**src/rtl/qsys_sample_buffer_pkg.sv**
```systemverilog
// Shared types and constants for the sample buffer writer: FSM states,
// word geometry and Avalon byte-enable patterns.
package qsys_sample_buffer_pkg;

  typedef enum logic [1:0] {
    IDLE    = 2'd0,
    COLLECT = 2'd1,
    WRITE   = 2'd2,
    DONE    = 2'd3
  } state_t;

  localparam int         BYTES_PER_WORD   = 4;
  localparam int         SAMPLES_PER_WORD = 2;
  localparam logic [3:0] BE_FULL          = 4'b1111;
  localparam logic [3:0] BE_LOW           = 4'b0011;

endpackage

```
**src/rtl/qsys_sample_buffer_writer_if.sv**
```systemverilog
// Sample stream (valid/ready) plus Avalon-MM write channel between the ADC
// front end, the buffer writer and the sample RAM slave port.
interface qsys_sample_buffer_writer_if #(
  parameter int ADDR_W = 32
);
  logic [15:0]       sample_data;
  logic              sample_valid;
  logic              sample_ready;
  logic [ADDR_W-1:0] avm_address;
  logic              avm_write;
  logic [31:0]       avm_writedata;
  logic [3:0]        avm_byteenable;
  logic              avm_waitrequest;

  modport master (
    input  sample_data, sample_valid, avm_waitrequest,
    output sample_ready, avm_address, avm_write, avm_writedata, avm_byteenable
  );

  modport slave (
    output sample_data, sample_valid, avm_waitrequest,
    input  sample_ready, avm_address, avm_write, avm_writedata, avm_byteenable
  );
endinterface

```
**src/rtl/sample_word_packer.sv**
```systemverilog
// Packs accepted 16-bit samples into a 32-bit word, earlier sample in the low
// half; flags a word that carries only a final odd sample.
module sample_word_packer (
  input  logic        clk,
  input  logic        reset_n,
  input  logic        accept,
  input  logic        last_sample,
  input  logic [15:0] sample,
  output logic [31:0] word,
  output logic        word_done,
  output logic        odd
);
  logic        half_q;
  logic        odd_q;
  logic [31:0] word_q;

  assign word_done = accept && (half_q || last_sample);
  assign word      = word_q;
  assign odd       = odd_q;

  always_ff @(posedge clk or negedge reset_n) begin
    if (!reset_n) begin
      half_q <= 1'b0;
      odd_q  <= 1'b0;
      word_q <= '0;
    end else if (accept) begin
      if (!half_q) begin
        // Upper half cleared so a lone final sample goes out zero-padded
        word_q <= {16'h0000, sample};
        odd_q  <= last_sample;
        half_q <= !last_sample;
      end else begin
        word_q[31:16] <= sample;
        odd_q         <= 1'b0;
        half_q        <= 1'b0;
      end
    end
  end
endmodule

```
**src/rtl/qsys_sample_buffer_writer.sv**
```systemverilog
// Avalon-MM write master filling the sample RAM with packed 16-bit samples
// from a byte base address, then pulsing done.
module qsys_sample_buffer_writer
  import qsys_sample_buffer_pkg::*;
#(
  parameter int ADDR_W      = 32,
  parameter int DEPTH_WORDS = 5120,
  parameter int CNT_W       = 14
) (
  input  logic                       clk,
  input  logic                       reset_n,
  input  logic                       start,
  input  logic [ADDR_W-1:0]          base_addr,
  input  logic [CNT_W-1:0]           num_samples,
  qsys_sample_buffer_writer_if.master bus,
  output logic                       busy,
  output logic                       done,
  output logic                       cfg_err
);
  localparam logic [CNT_W:0] MAX_SAMPLES = (CNT_W+1)'(SAMPLES_PER_WORD * DEPTH_WORDS);

  state_t            state_q, state_d;
  logic [ADDR_W-1:0] addr_q;
  logic [CNT_W-1:0]  remaining_q;
  logic              cfg_err_q;
  logic              too_big, accept, last_sample, write_ack;
  logic              word_done, word_odd;
  logic [31:0]       word;
  logic [CNT_W-1:0]  word_samples;

  assign too_big      = {1'b0, num_samples} > MAX_SAMPLES;
  assign accept       = (state_q == COLLECT) && bus.sample_valid;
  assign last_sample  = remaining_q == CNT_W'(1);
  assign write_ack    = (state_q == WRITE) && !bus.avm_waitrequest;
  assign word_samples = word_odd ? CNT_W'(1) : CNT_W'(SAMPLES_PER_WORD);

  sample_word_packer u_packer (
    .clk         (clk),
    .reset_n     (reset_n),
    .accept      (accept),
    .last_sample (last_sample),
    .sample      (bus.sample_data),
    .word        (word),
    .word_done   (word_done),
    .odd         (word_odd)
  );

  always_ff @(posedge clk or negedge reset_n) begin
    if (!reset_n) state_q <= IDLE;
    else          state_q <= state_d;
  end

  always_comb begin
    state_d = state_q;
    case (state_q)
      IDLE: begin
        if (start) begin
          if (num_samples == '0) state_d = DONE;
          else if (!too_big)     state_d = COLLECT;
        end
      end
      COLLECT: if (word_done) state_d = WRITE;
      WRITE: begin
        if (!bus.avm_waitrequest)
          state_d = (remaining_q <= word_samples) ? DONE : COLLECT;
      end
      DONE:    state_d = IDLE;
      default: state_d = IDLE;
    endcase
  end

  always_comb begin
    bus.sample_ready   = 1'b0;
    bus.avm_write      = 1'b0;
    bus.avm_byteenable = '0;
    busy               = 1'b1;
    done               = 1'b0;
    case (state_q)
      IDLE:    busy = 1'b0;
      COLLECT: bus.sample_ready = 1'b1;
      WRITE: begin
        bus.avm_write      = 1'b1;
        bus.avm_byteenable = word_odd ? BE_LOW : BE_FULL;
      end
      DONE:    done = 1'b1;
      default: busy = 1'b0;
    endcase
  end

  assign bus.avm_address   = addr_q;
  assign bus.avm_writedata = word;
  assign cfg_err           = cfg_err_q;

  always_ff @(posedge clk or negedge reset_n) begin
    if (!reset_n) begin
      addr_q      <= '0;
      remaining_q <= '0;
      cfg_err_q   <= 1'b0;
    end else begin
      cfg_err_q <= (state_q == IDLE) && start && too_big;
      if ((state_q == IDLE) && start && !too_big && (num_samples != '0)) begin
        // Low address bits masked so every write stays word aligned
        addr_q      <= base_addr & ~ADDR_W'(BYTES_PER_WORD - 1);
        remaining_q <= num_samples;
      end else if (write_ack) begin
        addr_q      <= addr_q + ADDR_W'(BYTES_PER_WORD);
        remaining_q <= remaining_q - word_samples;
      end
    end
  end
endmodule
```
**src/flat_wrapper.sv**
```systemverilog
// flat-port wrapper written by rule: the top's interface ports become plain ports
module qsys_sample_buffer_writer_flat import qsys_sample_buffer_pkg::*;
#(
  parameter int ADDR_W      = 32,
  parameter int DEPTH_WORDS = 5120,
  parameter int CNT_W       = 14
)
  (clk, reset_n, start, base_addr, num_samples, busy, done, cfg_err, bus_sample_data, bus_sample_valid, bus_avm_waitrequest, bus_sample_ready, bus_avm_address, bus_avm_write, bus_avm_writedata, bus_avm_byteenable);
  qsys_sample_buffer_writer_if #(.ADDR_W(ADDR_W)) bus_i ();
  input  logic clk;
  input  logic reset_n;
  input  logic start;
  input  logic [ADDR_W-1:0] base_addr;
  input  logic [CNT_W-1:0] num_samples;
  output logic busy;
  output logic done;
  output logic cfg_err;
  input wire logic [$bits(bus_i.sample_data)-1:0] bus_sample_data;
  input wire logic [$bits(bus_i.sample_valid)-1:0] bus_sample_valid;
  input wire logic [$bits(bus_i.avm_waitrequest)-1:0] bus_avm_waitrequest;
  output wire logic [$bits(bus_i.sample_ready)-1:0] bus_sample_ready;
  output wire logic [$bits(bus_i.avm_address)-1:0] bus_avm_address;
  output wire logic [$bits(bus_i.avm_write)-1:0] bus_avm_write;
  output wire logic [$bits(bus_i.avm_writedata)-1:0] bus_avm_writedata;
  output wire logic [$bits(bus_i.avm_byteenable)-1:0] bus_avm_byteenable;
  assign bus_i.sample_data = bus_sample_data;
  assign bus_i.sample_valid = bus_sample_valid;
  assign bus_i.avm_waitrequest = bus_avm_waitrequest;
  assign bus_sample_ready = bus_i.sample_ready;
  assign bus_avm_address = bus_i.avm_address;
  assign bus_avm_write = bus_i.avm_write;
  assign bus_avm_writedata = bus_i.avm_writedata;
  assign bus_avm_byteenable = bus_i.avm_byteenable;
  qsys_sample_buffer_writer #(.ADDR_W(ADDR_W), .DEPTH_WORDS(DEPTH_WORDS), .CNT_W(CNT_W)) u_core (.clk(clk), .reset_n(reset_n), .start(start), .base_addr(base_addr), .num_samples(num_samples), .bus(bus_i), .busy(busy), .done(done), .cfg_err(cfg_err));
endmodule
```
**config.mk**
```make
export PLATFORM = sky130hd
export DESIGN_NAME = qsys_sample_buffer_writer_flat
export DESIGN_NICKNAME = d
export VERILOG_FILES = /design/src/rtl/qsys_sample_buffer_pkg.sv /design/src/rtl/qsys_sample_buffer_writer_if.sv /design/src/rtl/sample_word_packer.sv /design/src/rtl/qsys_sample_buffer_writer.sv /design/src/flat_wrapper.sv
export SDC_FILE = /design/constraint.sdc
export NUM_CORES = 1
export LEC_CHECK = 0
export BUFFER_PORTS_ARGS = -buffer_cell sky130_fd_sc_hd__buf_2
export CAP_MARGIN = 5
export CORE_UTILIZATION = 44
export DETAILED_ROUTE_END_ITERATION = 8
export PLACE_DENSITY = 0.7
export SLEW_MARGIN = 20
export SYNTH_ARGS = -nofsm -noshare
export SYNTH_HDL_FRONTEND = slang
export SYNTH_SLANG_ARGS = --single-unit
```
**constraint.sdc**
```tcl
create_clock -name clk -period 2.4 [get_ports clk]
set_input_delay 0.12 -clock clk [delete_from_list [all_inputs] [get_ports clk]]
set_output_delay 0.12 -clock clk [all_outputs]
set_load 0.005 [all_outputs]
```
# ---- After elaboration in Yosys (flattened, before gate mapping)
# Index checks and enable logic that the tools add are counted.
dict set report classes {
  addsub 2
  n_mul 0
  div_mod_pow 0
  magnitude_cmp 2
  eq_ne 8
  shift 0
  n_mux 21
  bitwise_logic 1
  n_reduce_logical 17
}
# op count
set op_table {}
lappend op_table {{$mux 32} 2}
lappend op_table {{$add 32x3->32 const B} 1}
lappend op_table {{$mux 14} 2}
lappend op_table {{$mux 16} 1}
lappend op_table {{$eq 14x1->1 const B} 1}
lappend op_table {{$gt 14x14->1 const B} 1}
lappend op_table {{$le 14x14->1} 1}
lappend op_table {{$logic_not 14->1} 1}
lappend op_table {{$mux 2} 7}
lappend op_table {{$reduce_bool 14->1} 1}
lappend op_table {{$sub 14x14->14} 1}
lappend op_table {{$mux 4} 2}
lappend op_table {{$pmux 2 s4} 1}
lappend op_table {{$logic_and 1x1->1} 7}
lappend op_table {{$mux 1} 6}
lappend op_table {{$ne 2x2->1 const B} 3}
lappend op_table {{$eq 2x2->1 const B} 2}
lappend op_table {{$reduce_and 4->1} 1}
lappend op_table {{$logic_not 1->1} 3}
lappend op_table {{$ne 3x3->1 const B} 1}
lappend op_table {{$eq 2x1->1 const B} 1}
lappend op_table {{$logic_not 2->1} 1}
lappend op_table {{$reduce_and 2->1} 1}
lappend op_table {{$reduce_bool 2->1} 1}
lappend op_table {{other kinds (2)} 2}
dict set report totals {
  regBits 83
  latchBits 0
  mem_bits_rw 0
  rom_bits 0
  memories 0
}

# ---- Longest topological paths before layout
# Gate-level depths: netlist of the first run.
dict set report depth {
  word_depth 5
  depth_mapped 9
}

# ---- Hierarchy
# A second synthesis of the first run with hierarchy kept.
dict set report unflattened {
  hier_cells 426
  area_unflattened_um2 4129.0
}
# module instances cells_per_inst area_per_inst_um2 seq_area_each_um2
set by_module_without_submodules {}
lappend by_module_without_submodules {qsys_sample_buffer_writer 1 313 2741.4 1176.1}
lappend by_module_without_submodules {sample_word_packer 1 113 1387.6 850.8}

# ---- Worst setup path before layout of the first run
# No wires, ideal clock.
dict set report synth_path {
  path_kind {register -> register}
  from {register u_core.remaining_q[8]}
  to {register u_core.remaining_q[13]}
  setup_ps 126
  arrival_ps 1907
  required_ps 2274
  slack_ps 367
  path_stages_with_launch 6
  cell_sequence {dfrtp_1 or3_1 or2_2 nor4_1 mux2_2 a221o_1}
}
dict set report synth_between {
  elab_chain_len 3
}
# element line_no
set synth_rtl {}
lappend synth_rtl {{from (decl)} qsys_sample_buffer_writer.sv:24} ;# logic [CNT_W-1:0] remaining_q;
lappend synth_rtl {{from (signal assigned)} qsys_sample_buffer_writer.sv:104} ;# remaining_q <= num_samples;
lappend synth_rtl {{from (signal assigned)} qsys_sample_buffer_writer.sv:107} ;# remaining_q <= remaining_q - word_samples;
lappend synth_rtl {{$sub 14x14->14} qsys_sample_buffer_writer.sv:107}
lappend synth_rtl {{$mux 14} qsys_sample_buffer_writer.sv:105} ;# end else if (write_ack) begin
lappend synth_rtl {{$mux 14} qsys_sample_buffer_writer.sv:101} ;# if ((state_q == IDLE) && start && !too_big && (num_samples != '0)) begin
# Every way passes these cells. The select of a mux whose other input is x is not followed.
# A chain may end at the register's enable or synchronous reset.

# ---- Final worst setup path of the first run
dict set report layout_path {
  from {register u_core.u_packer.odd_q, in the netlist u_core.u_packer.odd}
  to {register u_core.remaining_q[10]}
}
dict set report layout_between {
  elab_chain_len 4
}
# element line_no
set layout_rtl {}
lappend layout_rtl {{from (decl)} sample_word_packer.sv:14} ;# logic odd_q;
lappend layout_rtl {{from (signal assigned)} sample_word_packer.sv:30} ;# odd_q <= last_sample;
lappend layout_rtl {{$mux 2} qsys_sample_buffer_writer.sv:35} ;# assign word_samples = word_odd ? CNT_W'(1) : CNT_W'(SAMPLES_PER_WORD);
lappend layout_rtl {{$sub 14x14->14} qsys_sample_buffer_writer.sv:107}
lappend layout_rtl {{$mux 14} qsys_sample_buffer_writer.sv:105}
lappend layout_rtl {{$mux 14} qsys_sample_buffer_writer.sv:101}
# Every way passes these cells. The select of a mux whose other input is x is not followed.

==> results of run 1 <==
cells by family after synthesis:
family,Yosys count,share of synthesized area [%]
other,1,0.08825
AOI/OAI and AO/OA,100,15.67
muxes,20,5.241
buffers and inverters,34,3.798
and+or+nand+nor,201,24.50
DFF,81,47.70
adders and majority gates,4,1.355
xor gates and xnor gates,8,1.649
cells in the final DEF (no fill, tap or decap), drive strengths merged, types with 3 or more instances in the layout:
cell type	instances
a221o	6
inv	11
nand3	23
a21o	4
nand2	86
ha	3
a31oi	6
o311ai	11
or3	4
and2	7
mux2	18
dlygate4sd3	45
and3	4
o21ai	42
dfrtp	81
nor4	12
buf	150
nor3	12
a22oi	4
a32oi	5
clkbuf	9
nand4	15
xor2	7
nor2	24
o211ai	8
a21oi	7
power breakdown:
part / internal, mW / switching [mW] / total [mW]
Clock: 0.608 / 0.561 / 1.17
Sequential: 1.99 / 0.636 / 2.63
Combinational: 1.15 / 1.18 / 2.34
flip-flops by register name, indices dropped and copies added, names as in the netlist:
register	cells
u_core.remaining_q	14
u_core.u_packer.half_q	1
u_core.bus.avm_address	30
u_core.u_packer.word	32
u_core.u_packer.odd	1
u_core.cfg_err	1
u_core.state_q	2
cells in the mapped netlist (8+ instances only):
| cell type | instances |
|---|---|
| sky130_fd_sc_hd__dfrtp_1 | 81 |
| sky130_fd_sc_hd__o311ai_0 | 11 |
| sky130_fd_sc_hd__clkbuf_1 | 12 |
| sky130_fd_sc_hd__nor4_1 | 8 |
| sky130_fd_sc_hd__nor3_1 | 12 |
| sky130_fd_sc_hd__nand2_1 | 86 |
| sky130_fd_sc_hd__o21ai_0 | 41 |
| sky130_fd_sc_hd__nand3_1 | 22 |
| sky130_fd_sc_hd__mux2_2 | 18 |
| sky130_fd_sc_hd__buf_2 | 8 |
| sky130_fd_sc_hd__nand4_1 | 14 |
| sky130_fd_sc_hd__o211ai_1 | 8 |
| sky130_fd_sc_hd__nor2_1 | 23 |
how the worst max path moves through the flow:
| stage | start | end | cells past startpoint |
|---|---|---|---|
| after floorplan | u_core.remaining_q[8] | u_core.remaining_q[13] | 5 |
| after global placement | u_core.u_packer.odd | u_core.remaining_q[10] | 6 |
| after detailed placement | u_core.u_packer.odd | u_core.remaining_q[10] | 6 |
| after CTS | u_core.u_packer.odd | u_core.remaining_q[10] | 6 |
| after global routing | u_core.u_packer.odd | u_core.remaining_q[10] | 6 |
| final | u_core.u_packer.odd | u_core.remaining_q[10] | 6 |
per-layer routing:
layer  part of all wire [%]  track usage, %
met1                     44           30.78
met2                     50           40.83
met3                    4.9           4.457
met4                   0.99           7.358
met5                      0               0
area by class of cell:
cell class              instances  area [um2]
well taps                     129       161.4
inverters                       7       26.28
flip-flops and latches         81        2027
clock inverters                 7       107.6
multi-input cells             335        2069
repair buffers                195        1266
clock buffers                   9       123.9
fillers                       824        3502
stage by stage:
stage | utilization (%) | worst slack, ns | std cells
finish | 62.28 | 0.1490 | 763
global route | 62.28 | 0.03390 | 763
CTS | 62.06 | 0.1527 | 761
detailed placement | 54.93 | 0.1858 | 702
global placement | 54.93 | 0.2635 | 702
floorplan | - | 0.3667 | 450
critical path, cell delays in order, from the launching register on:
cell and delay (ns):
sky130_fd_sc_hd__dfrtp_1 0.51, sky130_fd_sc_hd__ha_1 0.22, sky130_fd_sc_hd__inv_1 0.05, sky130_fd_sc_hd__fa_1 0.44, sky130_fd_sc_hd__or3_1 0.47, sky130_fd_sc_hd__o311ai_0 0.30, sky130_fd_sc_hd__o211ai_1 0.14
==> impl_metrics.toml, run 1 <==
[outcome]
status = "finished clean"

[critical_path]
worst-endpoint-arrival_ns = 2.47
setup_crit_path_kind = "reg -> reg"
ff2ff_setup_slack_ns = 0.15
crit-reg2reg-capture = "u_core.remaining_q[10]"
worst-r2r-cell-count = 6
regToRegStartpoint = "u_core.u_packer.odd"
critPathLaunchType = "flop"
worst-path-max-fanout = 5
cp_data_required_time_ns = 2.62
worstSetupEndpointType = "flop"

[logic_synthesis]
synth.yosys.warnings = 0
netlist-cell-type-count = 54
synth.avg_cell_area_um2 = 9.463
synth_top_cell_by_area = "sky130_fd_sc_hd__dfrtp_1"
syn_inst_count = 449
synth_ff_type = "sky130_fd_sc_hd__dfrtp_1"
synthesis.area_mm2 = 0.004249
ys_ff_latch = 81
synth_edf_count = 0
ys_top_cells_by_area = "sky130_fd_sc_hd__dfrtp_1, sky130_fd_sc_hd__nand2_1, sky130_fd_sc_hd__o21ai_0"
synth_top_area_share_pct = 47.70
seq_area_frac_synth_pct = 47.70
postSynth.asyncResetShare_pct = 100.0

[sta]
layout_min_cycle_time_ns = 2.251
hold_slack_ns = 0.02157
worstMarginPinSlew_ns = 0.6005
min_period_over_period_pct = 93.79
unrepaired_setup_endpoints_after_global_routing = "no"
setup_violations = 0
clock-skew-final_ns = 0.009410
fmaxAchievable_ghz = 0.4442
relSlewSlack_pct = 59.97
final_max_slew_viol_count = 0
final-hold-violation-count = 0
fin_tns_setup_ns = 0

[hold_path]
worst_hold_path.num_cells = 3
min_from = "num_samples[0]"
hp-class = "in -> reg"
timing.hold.worst_endpoint = "u_core.remaining_q[0]"

[clock_network]
number_of_buffers_inserted_by_post_cts_setup_repair = 0
cts.sinks = 81
clk_path_buf_depth = 2
numCtsBuffers = 9
cts.reportedPaths.clkPinSlew_ns = 0.09
tritoncts_clock_tree = "built"
htree_num_levels = 3
cts_hold_buffers = 43
postCtsResizedCells = 0
clock-root-buffer = "sky130_fd_sc_hd__clkbuf_8"
clk-insertion-delay-late_ns = 0.35

[drt]
postRouteWirelength_mm = 11.75
detailed_route_iter0_violations = 206
detail_route.drc_violations = 0
via_per_inst = 5.372
antenna_violating_nets_post_route = 0
first_pass_iters = 4
wire_per_inst_um = 15.40
number_of_vias_after_detailed_routing = 4099

[layout]
synthToLayoutAreaGrowth_pct = 36.07
post_route_cells_drive_above_1_share_pct = 31.23
finalNetCount = 700
diodes = 0
final_cell_area_mm2 = 0.005782

[placed_design]
globalplace.congestion = 0.8482
place.port_buffers = 135
place.detailed.hpwl_mm = 7.969
area_of_placed_instances_mm2 = 0.005100

[power]
p_total_mw = 6.136
power_density_mw_per_mm2 = 1061
static-leakage-power_nw = 2.693
ir_drop_mv = 0.6180

[global_route]
largest_net_degree_at_the_start_of_global_routing = 44
global_route.usage.total_pct = 23.90
first_global_vias = 4033
number_of_antenna_violations_at_the_first_check_in_global_routing = 0
grt_overflow_total = 0
grt_pass1_wl_mm = 18.91

[floorplanning]
fp.dieH_um = 100.3
row_count = 35
die-width_um = 100.3
dieArea_mm2 = 0.01005
core_mm2 = 0.009284
initial_utilization_pct = 45.77
pin_count = 140

[flow_run]
max_cap_violations = 0
(Power assumes the default switching activity.)
==> run 2, diff against run 1 <==
--- a/config.mk
+++ b/config.mk
@@ -8,6 +8,7 @@
 export BUFFER_PORTS_ARGS = -buffer_cell sky130_fd_sc_hd__buf_2
 export CAP_MARGIN = 5
 export CORE_UTILIZATION = 44
+export CTS_CLUSTER_SIZE = 24
 export DETAILED_ROUTE_END_ITERATION = 8
 export PLACE_DENSITY = 0.7
 export SLEW_MARGIN = 20
==> constraint.sdc (replaced) <==
create_clock -name clk -period 2.75 [get_ports clk]
set_input_delay 0.1375 -clock clk [delete_from_list [all_inputs] [get_ports clk]]
set_output_delay 0.1375 -clock clk [all_outputs]
set_load 0.005 [all_outputs]
==> impl_metrics.toml, run 2 (synthesized netlist as in run 1, its figures left out) <==
[drt]
number_of_vias_after_detailed_routing = 3950
detailed_route_iter0_violations = 142
antenna_violating_nets_post_route = 0
first_pass_iters = 4
via_per_inst = 5.433
detail_route.drc_violations = 0
postRouteWirelength_mm = 10.76
wire_per_inst_um = 14.80

[global_route]
grt_pass1_wl_mm = 17.36
number_of_antenna_violations_at_the_first_check_in_global_routing = 0
largest_net_degree_at_the_start_of_global_routing = 82
global_route.usage.total_pct = 21.70
first_global_vias = 3727
grt_overflow_total = 0

[layout]
synthToLayoutAreaGrowth_pct = 26.65
final_cell_count_no_fill = 727
postLayoutCoreUtil_pct = 57.97
finalNetCount = 664
flip_flop_count_of_the_largest_register_all_copies_and_words_added = 32
final_cell_area_mm2 = 0.005381
diodes = 0
mostFrequentLayoutCell = "sky130_fd_sc_hd__buf_2"
post_route_cells_drive_above_1_share_pct = 32.27
final_cell_mix = "sky130_fd_sc_hd__buf_2, sky130_fd_sc_hd__nand2_1, sky130_fd_sc_hd__dfrtp_1"

[critical_path]
cp_data_required_time_ns = 2.97
worst-endpoint-arrival_ns = 2.43
worstSetupEndpointType = "flop"
worst-path-max-fanout = 5
worst-r2r-cell-count = 6
setup_crit_path_kind = "reg -> reg"
ff2ff_setup_slack_ns = 0.54
timing.critical_path.from = "u_core.u_packer.odd"
regToRegStartpoint = "u_core.u_packer.odd"
critPathLaunchType = "flop"
crit-reg2reg-capture = "u_core.remaining_q[10]"

[clock_network]
clk-insertion-delay-late_ns = 0.35
tritoncts_clock_tree = "built"
cts.reportedPaths.clkPinSlew_ns = 0.09
htree_num_levels = 3
clk_path_buf_depth = 2
clock-root-buffer = "sky130_fd_sc_hd__clkbuf_8"
cts.sinks = 81
numCtsBuffers = 9

[power]
ir_drop_mv = 0.5829
power_density_mw_per_mm2 = 946.4
static-leakage-power_nw = 2.512

[placed_design]
placed_instance_count = 697
globalplace.congestion = 0.8248
place.detailed.hpwl_mm = 7.654
area_of_placed_instances_mm2 = 0.005050
place.port_buffers = 135

[sta]
unrepaired_setup_endpoints_after_global_routing = "no"
setup_violations = 0
layout_min_cycle_time_ns = 2.210
fin_tns_setup_ns = 0
final_max_slew_viol_count = 0
min_period_over_period_pct = 80.38
clock-skew-final_ns = 0.006089
worstMarginPinSlew_ns = 0.7441
fmaxAchievable_ghz = 0.4524
final-hold-violation-count = 0
hold_slack_ns = 0.01279
relSlewSlack_pct = 50.39

[hold_path]
hp-class = "in -> reg"
worst_hold_path.num_cells = 3
min_from = "base_addr[3]"
timing.hold.worst_endpoint = "u_core.bus.avm_address[3]"

[floorplanning]
row_count = 35
pin_count = 140
core_mm2 = 0.009284
dieArea_mm2 = 0.01005
initial_utilization_pct = 45.77
die-width_um = 100.3
fp.dieH_um = 100.3

[flow_run]
max_cap_violations = 0

[outcome]
status = "finished clean"
[run 2: area by class of cell]
type | instances | area [um2]
Multi-Input combinational cell | 335 | 2069
Inverter | 7 | 26.28
Timing Repair Buffer | 159 | 909.6
Clock buffer | 10 | 137.6
Clock inverter | 6 | 50.05
Tap cell | 129 | 161.4
Fill cell | 850 | 3902
Sequential cell | 81 | 2027
[run 2: per-stage QoR]
stage          total power [mW]  setup slack [ns]
3_5_place_dp              4.264            0.5279
4_1_cts                   5.138            0.5178
2_1_floorplan             3.388            0.7167
5_1_grt                   5.489            0.3800
6_report                  5.093            0.5395
3_3_place_gp              4.179            0.6075
[run 2: how the worst max path moves through the flow]
| stage | to | slack, ns | depth (start not counted) |
|---|---|---|---|
| after floorplan | u_core.remaining_q[13] | 0.72 | 5 |
| after global placement | u_core.remaining_q[10] | 0.61 | 6 |
| after detailed placement | u_core.remaining_q[10] | 0.53 | 6 |
| after CTS | u_core.remaining_q[10] | 0.52 | 6 |
| after global routing | u_core.bus.avm_address[11] | 0.38 | 6 |
| final | u_core.remaining_q[10] | 0.54 | 6 |
[run 2: what timing repair did]
item,CTS,global route
setup buffers,0,0
resized for setup,0,0
hold buffers,13,1
hold endpoints to repair,13,81
[run 2: routing by layer]
metal | track usage (%) | part of all wire, % | vias to the layer above
li1 | - | - | 1933
met1 | 27.95 | 45 | 1877
met2 | 36.88 | 48 | 126
met3 | 3.969 | 5.5 | 14
met4 | 7.246 | 1.7 | 0
met5 | 0 | 0 | -
[run 2: power by group]
| group | internal (mW) | switching (mW) | total (mW) | leakage, nW |
|---|---|---|---|---|
| sequential | 1.74 | 0.548 | 2.29 | 1.01 |
| clock | 0.366 | 0.480 | 0.846 | 0.0952 |
| combinational | 0.968 | 0.992 | 1.96 | 1.41 |
| total | 3.07 | 2.02 | 5.09 | 2.51 |
[run 2: worst max-delay path, cell delays in order (launching register included)]
cell and delay [ns]:
sky130_fd_sc_hd__dfrtp_1 0.48, sky130_fd_sc_hd__ha_1 0.20, sky130_fd_sc_hd__inv_1 0.05, sky130_fd_sc_hd__fa_1 0.44
sky130_fd_sc_hd__or3_1 0.47, sky130_fd_sc_hd__o311ai_0 0.30, sky130_fd_sc_hd__o211ai_1 0.14
==> run 3, diff against run 2 <==
--- a/config.mk
+++ b/config.mk
@@ -10,7 +10,7 @@
 export CORE_UTILIZATION = 44
 export CTS_CLUSTER_SIZE = 24
 export DETAILED_ROUTE_END_ITERATION = 8
-export PLACE_DENSITY = 0.7
+export PLACE_DENSITY = 0.73
 export SLEW_MARGIN = 20
 export SYNTH_ARGS = -nofsm -noshare
 export SYNTH_HDL_FRONTEND = slang
==> constraint.sdc (replaced) <==
create_clock -name clk -period 2 [get_ports clk]
set_input_delay 0.1 -clock clk [delete_from_list [all_inputs] [get_ports clk]]
set_output_delay 0.1 -clock clk [all_outputs]
set_load 0.005 [all_outputs]
==> impl_metrics.toml, run 3 (synthesized netlist as in run 1, its figures left out) <==
[outcome]
status = "finished clean"

[clock_network]
cts.sinks = 81
htree_num_levels = 3
clk_path_buf_depth = 2
clock-root-buffer = "sky130_fd_sc_hd__clkbuf_8"
clk-insertion-delay-late_ns = 0.35
cts.reportedPaths.clkPinSlew_ns = 0.08
tritoncts_clock_tree = "built"
numCtsBuffers = 9

[drt]
detail_route.drc_violations = 0
detailed_route_iter0_violations = 184
postRouteWirelength_mm = 12.28
first_pass_iters = 4
wire_per_inst_um = 15.64
antenna_violating_nets_post_route = 0
number_of_vias_after_detailed_routing = 4261
via_per_inst = 5.428

[critical_path]
setup_crit_path_kind = "reg -> reg"
crit_path_slowest_cell = "sky130_fd_sc_hd__dfrtp_1"
cp_data_required_time_ns = 2.23
cp_slowest_stage_delay_ns = 0.38
path_cells = "or3_4, or2_4, nor4_4, mux2_4, a221o_1"
worst-endpoint-arrival_ns = 2.18
worst-path-max-fanout = 2
worstSetupEndpointType = "flop"
ff2ff_setup_slack_ns = 0.04
critPathLaunchType = "flop"

[power]
static-leakage-power_nw = 2.804
ir_drop_mv = 0.7627
power_density_mw_per_mm2 = 1259
p_total_mw = 7.558

[global_route]
grt_overflow_total = 0
global_route.usage.total_pct = 24.98
number_of_antenna_violations_at_the_first_check_in_global_routing = 0
largest_net_degree_at_the_start_of_global_routing = 49
first_global_vias = 4248
grt_pass1_wl_mm = 19.80

[layout]
diodes = 0
final_cell_mix = "sky130_fd_sc_hd__buf_2, sky130_fd_sc_hd__nand2_1, sky130_fd_sc_hd__dfrtp_1"
postLayoutCoreUtil_pct = 64.64
mostFrequentLayoutCell = "sky130_fd_sc_hd__buf_2"
post_route_cells_drive_above_1_share_pct = 36.28
synthToLayoutAreaGrowth_pct = 41.23
finalNetCount = 722
flip_flop_count_of_the_largest_register_all_copies_and_words_added = 32
num-fill-cells = 765

[floorplanning]
dieArea_mm2 = 0.01005
die-width_um = 100.3
row_count = 35
initial_utilization_pct = 45.77
fp.dieH_um = 100.3
pin_count = 140
core_mm2 = 0.009284

[hold_path]
hp-class = "in -> reg"

[sta]
setup_violations = 0
final-hold-violation-count = 0
final_max_slew_viol_count = 0
clock-skew-final_ns = 0.01133
fmaxAchievable_ghz = 0.5112
layout_min_cycle_time_ns = 1.956
min_period_over_period_pct = 97.81

[placed_design]
place.detailed.hpwl_mm = 8.367
globalplace.congestion = 0.8696
place.port_buffers = 135

[flow_run]
max_cap_violations = 0
-- run 3: what timing repair did --
item                       4_1_cts  5_1_grt
hold buffers                    39        0
gates resized for setup          2       13
buffers inserted                 3        3
setup endpoints to repair        2       23
gates cloned                     0        0
hold endpoints to repair        74        0
pin swaps                        1        7
-- run 3: path summary, 6_finish.rpt --
| path | from | to | cells after the start |
|---|---|---|---|
| worst min-delay path | base_addr[8] | u_core.bus.avm_address[8] | 3 |
| worst min register to register | u_core.u_packer.word[17] | u_core.u_packer.word[17] | 2 |
| min in group asynchronous | reset_n | u_core.bus.avm_address[10] | 2 |
| max in group asynchronous | reset_n | u_core.remaining_q[1] | 3 |
| worst max register to register | u_core.remaining_q[9] | u_core.remaining_q[13] | 5 |
| worst max-delay path | u_core.remaining_q[9] | u_core.remaining_q[13] | 5 |
-- run 3: area by class of cell --
class | instances | area [um2] | area share (%)
inverter | 7 | 26.28 | 0.4379
multi-input combinational | 335 | 2131 | 35.51
timing repair buffer | 217 | 1466 | 24.44
clock inverter | 6 | 50.05 | 0.8340
clock buffer | 10 | 137.6 | 2.294
sequential | 81 | 2028 | 33.80
tap | 129 | 161.4 | 2.690
-- run 3: power by group --
group / internal (mW) / total, mW / switching [mW]
logic: 1.69 / 3.30 / 1.61
registers: 2.40 / 3.11 / 0.715
clock network: 0.499 / 1.15 / 0.649
-- run 3: per-layer routing --
layer  vias to the layer above  routed length, um  GRT usage [%]
met3                        20                771          4.457
met2                       164               6025          43.84
met1                      2032               5277          30.72
li1                       2045                  -              -
met4                         0                206          9.142
met5                         -                  0              0
-- run 3: stage by stage --
stage	setup TNS [ns]	setup slack (ns)	cells	hold WS, ns	instance area, um2
6_report	0	0.04386	785	0.005818	6001
5_1_grt	-0.0007498	-0.0007498	785	0.001661	6001
4_1_cts	0	0.001625	782	0.0001013	5939
3_5_place_dp	-0.1478	-0.1040	724	0.09195	5331
3_3_place_gp	-0.001551	-0.001551	724	0.08396	5331
2_1_floorplan	-0.002299	-0.002299	450	-0.1956	4269
-- run 3: critical path: cells and delay by family, from the launching register on --
family           cells  cell delay (ns)
flip-flops           1             0.38
multiplexers         1             0.32
AO/OA/AOI/OAI        1             0.27
AND/OR/NAND/NOR      3             0.87
